File: config.mk
export PLATFORM = sky130hd
export DESIGN_NAME = if_hazard_ctrl
export DESIGN_NICKNAME = d
export VERILOG_FILES = /design/src/rtl/if_hazard_ctrl.sv
export SDC_FILE = /design/constraint.sdc
export NUM_CORES = 1
export LEC_CHECK = 0
export ABC_AREA = 1
export CAP_MARGIN = 20
export CORE_AREA = 2 2 73 75
export CTS_BUF_LIST = sky130_fd_sc_hd__clkbuf_16
export DETAILED_ROUTE_END_ITERATION = 6
export DIE_AREA = 0 0 75 77
export HOLD_SLACK_MARGIN = 0.02
export PLACE_DENSITY = 0.93
export SLEW_MARGIN = 25
export SYNTH_ARGS = -nofsm -noshare
export SYNTH_HDL_FRONTEND = slang
export SYNTH_SLANG_ARGS = --single-unit
File: constraint.sdc
create_clock -name clk -period 2.1 [get_ports clk]
set_input_delay 0.525 -clock clk [delete_from_list [all_inputs] [get_ports clk]]
set_output_delay 0.525 -clock clk [all_outputs]
set_load 0.1 [all_outputs]
File: src/rtl/if_hazard_ctrl.sv
// rtl/if_hazard_ctrl.sv - fetch-stage pipeline sequencer for load-use, multiply and redirect hazards
module if_hazard_ctrl #(
    parameter int          MUL_LAT = 4,
    parameter logic [31:0] NOP     = 32'h5400_0000
) (
    input  logic        clk,
    input  logic        rst_n,
    input  logic [0:4]  id_rs1,
    input  logic [0:4]  id_rs2,
    input  logic        id_uses_rs1,
    input  logic        id_uses_rs2,
    input  logic        ex_is_load,
    input  logic [0:4]  ex_rd,
    input  logic        ex_is_mul,
    input  logic        br_taken,
    input  logic [0:31] br_target,
    output logic        reg_lock,
    output logic        jump_or_branch,
    output logic [0:31] target,
    output logic        bubble_ex,
    output logic        ex_hold,
    output logic        flush_id
);

    typedef enum logic {ST_RUN, ST_MULBUSY} state_e;

    localparam logic [0:3] CNT_INIT = (MUL_LAT > 1) ? 4'(MUL_LAT - 2) : 4'd0;

    state_e      st_q, st_d;
    logic [0:3]  cnt_q, cnt_d;
    logic        pend_v_q, pend_v_d;
    logic [0:31] pend_tgt_q, pend_tgt_d;
    logic        flush_q;

    logic ldu, run, redir, ldu_stall;

    always_ff @(posedge clk or negedge rst_n) begin
        if (!rst_n) begin
            st_q       <= ST_RUN;
            cnt_q      <= 4'd0;
            pend_v_q   <= 1'b0;
            pend_tgt_q <= 32'd0;
            flush_q    <= 1'b0;
        end else begin
            st_q       <= st_d;
            cnt_q      <= cnt_d;
            pend_v_q   <= pend_v_d;
            pend_tgt_q <= pend_tgt_d;
            flush_q    <= redir;
        end
    end

    always_comb begin
        st_d       = st_q;
        cnt_d      = cnt_q;
        pend_v_d   = pend_v_q;
        pend_tgt_d = pend_tgt_q;

        ldu = ex_is_load && (ex_rd != 5'd0) &&
              ((id_uses_rs1 && (id_rs1 == ex_rd)) || (id_uses_rs2 && (id_rs2 == ex_rd)));
        run = (st_q == ST_RUN);
        // A redirect flushes the ID instruction, so it wins over a load-use stall.
        redir     = run && (pend_v_q || br_taken);
        ldu_stall = run && ldu && !redir;

        case (st_q)
            ST_RUN: begin
                if (ex_is_mul && (MUL_LAT > 1)) begin
                    st_d  = ST_MULBUSY;
                    cnt_d = CNT_INIT;
                end
            end
            ST_MULBUSY: begin
                if (cnt_q == 4'd0) st_d = ST_RUN;
                else               cnt_d = cnt_q - 4'd1;
            end
            default: st_d = ST_RUN;
        endcase

        // Only the oldest redirect is kept; later ones are on its wrong path.
        if (redir) begin
            pend_v_d = 1'b0;
        end else if (br_taken && !pend_v_q && (!run || ldu_stall)) begin
            pend_v_d   = 1'b1;
            pend_tgt_d = br_target;
        end
    end

    assign reg_lock       = rst_n && (!run || ldu_stall);
    assign ex_hold        = rst_n && !run;
    assign bubble_ex      = rst_n && (redir || ldu_stall);
    assign jump_or_branch = rst_n && redir;
    assign target         = !rst_n ? 32'd0 : ((redir && pend_v_q) ? pend_tgt_q : br_target);
    assign flush_id       = rst_n && flush_q;

endmodule

==> summary.md <==
| Metric | Value |
|---|---|
| Boundary Pins | 91 |
| Total global routing track utilization | 0.279 |
| Unique masters post-synth | 22 |
| Element type at the critical path start | register |
| Routed via count divided by cell count | 5.28 |
| # H-tree levels | 2 |
| Count of endpoints failing setup in the final report | 21 |
| HP Class | input port to async pin |
| Cell Rows | 26 |
| Sequential cell area fraction in the yosys report | 0.427 |
| Final Net Count | 476 |
| Power per unit of standard cell area | 1440 nW/um^2 |
| Clock slew at the register clock pins of the worst setup and hold paths | 60 ps |
| Post-synth top cells | sky130_fd_sc_hd__nand2_1 (68), sky130_fd_sc_hd__o21ai_1 (54), sky130_fd_sc_hd__inv_1 (52) |
| Number of routed nets with antenna violations | 0 |
| End of the worst register-to-register path | cnt_q[0]$_DFFE_PN0P_ |
| Most common cell in the synthesized netlist | sky130_fd_sc_hd__nand2_1 |
| Antenna cell count | 0 |
| Vias | 2596 |
| Most area-hungry cell type in the Yosys netlist | sky130_fd_sc_hd__dfrtp_1 |
| Share of final-layout standard cells stronger than drive strength 1 | 0.360 |
| Cell count after synthesis | 312 |
| Worst reg2reg startpoint | cnt_q[3]$_DFFE_PN0P_ |
| Aggregate routed wire length | 8470 um |
| Drt initial violations | 183 |
| DRT Pass-1 Iters | 4 |
| Number of hold violations in the final report | 0 |
| FF-to-FF path depth | 7 |
| Required time at the endpoint of the critical path | 1570 ps |
| Peak supply drop | 941 uV |
| Global route total overflow | 0 |
| Reg-to-reg slack, setup | 640 ps |
| Leakage | 2.05 nW |
| CTS tree | yes |
| HPWL reported at the end of detailed placement | 5350 um |
| Synth area leaders | sky130_fd_sc_hd__dfrtp_1 (43%), sky130_fd_sc_hd__o21ai_1 (12%), sky130_fd_sc_hd__nand2_1 (11%) |
| Arrival @ worst endpoint | 1630 ps |
| Final-report max-slew violation count | 0 |
| Final period util | 1.03 |
| Inserted Clock Buffers | 5 |
| Final setup skew | 5.04 ps |
| DR WL met3 | 258 um |
| Synthesized netlist net count | 367 |
| Violated checks | negative setup slack |
| Maximum fanout count along the critical path | 10 |
| First-pass GRT wire length | 12200 um |
| Worst Path Class, Setup | register to output pin |
| Setup repair after global routing missed its margin | true |
| Core Area | 4980 sq um |
| Routability-driven placement congestion ratio | 0.833 |
| TritonCTS Sinks | 39 |
| Per-cell routed wire length | 17.2 um |
| Antenna violations before repair | 0 |
| Width of the die | 75 um |
| Fill cell instance count of the final layout | 232 |
| Total of max-cap violations | 0 |
| Syn avg cell area | 7.33 sq um |
| Largest net degree at the start of global routing | 65 |
| Number of synthesized flops with an enable pin | 0 |
| Die outline height | 77 um |
| Highest metal used | met4 |
| Prevailing post-synth register cell | sky130_fd_sc_hd__dfrtp_1 |
| Tightest slew margin relative to the limit | 0.764 |
| Port Buffers | 90 |
| Capturing element of the worst setup path | target[12] |
| Largest buffer count on any clock path | 2 |
| #FFs+latches synth | 39 |
| Yosys Warn Count | 0 |
| Final worst path period need | 2160 ps |
| Launching instance or port of the critical path | pend_v_q$_DFFE_PN0P_ |
| # DRC | 0 |
| Setup total negative slack | -643 ps |
| Post-Synthesis Cell Area | 2290 sq um |
| Share of the synthesized area in the top cell type | 0.427 |
| Initial Util | 0.459 |
| Synth async-reset ratio | 1.00 |
| Clk Latency, worst-skew pair | 290 ps |
| Transition time of the tightest slew-check pin | 351 ps |
| Run status | complete, but fails checks |
| Floorplan die area | 5780 sq um |
| Met2 WL | 4880 um |
| Post-layout worst setup margin | -57.8 ps |
| Nature of the critical path endpoint | output pin |
| Met1 Routed Length | 3060 um |
| Timing-limited maximum frequency | 463 MHz |
| WHS | 199 ps |
| Root Buffer Master | sky130_fd_sc_hd__clkbuf_16 |
| Synth-to-Final Area Change | 91.5% |
| Vias in the first global route | 2721 |
-- layout make-up --
| cell class | count | area [sq um] | share of cell area |
|---|---|---|---|
| timing repair buffer | 119 | 1590 | 0.364 |
| clock buffer | 5 | 125 | 0.0286 |
| inverter | 56 | 218 | 0.0497 |
| clock inverter | 3 | 11.3 | 0.00257 |
| tap | 70 | 87.6 | 0.0200 |
| sequential | 39 | 976 | 0.223 |
| multi-input combinational | 200 | 1370 | 0.312 |
-- flip-flops by register name (all words and copies together) (netlist names) --
| name | flops |
|---|---|
| cnt_q | 4 |
| flush_q | 1 |
| pend_tgt_q | 32 |
| pend_v_q | 1 |
| st_q | 1 |
-- through the flow --
| stage | instance area, sq um | std cells | util | setup WS, ps | total power, mW |
|---|---|---|---|---|---|
| detailed placement | 4040 | 470 | 0.812 | -293 | 5.18 |
| global route | 4380 | 492 | 0.879 | -113 | 6.56 |
| finish | 4380 | 492 | 0.879 | -57.8 | 6.32 |
| CTS | 4290 | 487 | 0.861 | -22.8 | 6.11 |
| global placement | 4040 | 470 | 0.812 | -218 | 5.02 |
| floorplan | 2620 | 312 | - | -145 | 3.89 |
-- metal layers --
metal / global-route usage / vias to the layer above
met5: 0 / -
met2: 0.536 / 82
li1: - / 1212
met1: 0.282 / 1280
met3: 0.0368 / 22
met4: 0.127 / 0
-- how the worst min path moves through the flow --
stage                                     from                    endpoint  slack, ps  cells after the start
global placement    pend_tgt_q[30]$_DFFE_PN0P_  pend_tgt_q[30]$_DFFE_PN0P_        470                      2
CTS                                      rst_n  pend_tgt_q[12]$_DFFE_PN0P_        200                      2
global route                             rst_n  pend_tgt_q[11]$_DFFE_PN0P_        210                      2
floorplan                                rst_n        cnt_q[0]$_DFFE_PN0P_        230                      0
finish                                   rst_n  pend_tgt_q[14]$_DFFE_PN0P_        200                      2
detailed placement  pend_tgt_q[15]$_DFFE_PN0P_  pend_tgt_q[15]$_DFFE_PN0P_        480                      2
-- report_power, final --
part	internal [mW]	switching (mW)	total (mW)
logic	1.60	2.61	4.20
registers	1.11	0.294	1.40
clock network	0.427	0.289	0.716
-- worst max-delay path, stage by stage, from the launching register on --
cell and delay (ps):
sky130_fd_sc_hd__dfrtp_1 400, sky130_fd_sc_hd__inv_2 110, sky130_fd_sc_hd__nor2_4 60, sky130_fd_sc_hd__inv_8 120, sky130_fd_sc_hd__buf_12 160, sky130_fd_sc_hd__o21ai_1 110, sky130_fd_sc_hd__a21oi_4 190, sky130_fd_sc_hd__buf_12 190
-- layout by cell type (no fill, tap or decap), drive strengths merged, types with 2 or more instances in the layout --
master / instances
a21oi: 33
buf: 67
clkbuf: 11
clkdlybuf4s15: 3
clkdlybuf4s50: 34
clkinv: 2
dfrtp: 39
dlygate4sd2: 9
inv: 57
nand2: 71
nand3: 8
nor2: 15
o21ai: 68
-- logic make-up after synthesis --
group                      count (synthesis)  synth area share
AOI/OAI and AO/OA                        102             0.237
adders and majority gates                  1           0.00547
buffers and inverters                     73             0.152
DFF                                       39             0.427
and+or+nand+nor                           97             0.179
-- what timing repair did --
item	in CTS	in global routing
endpoints found under the setup margin	31	29
hold buffers	0	0
gates resized for setup	31	31
buffers inserted	9	5
cloned	0	0
pin swaps	13	11
No activity file was read; power rests on OpenSTA's default activity.
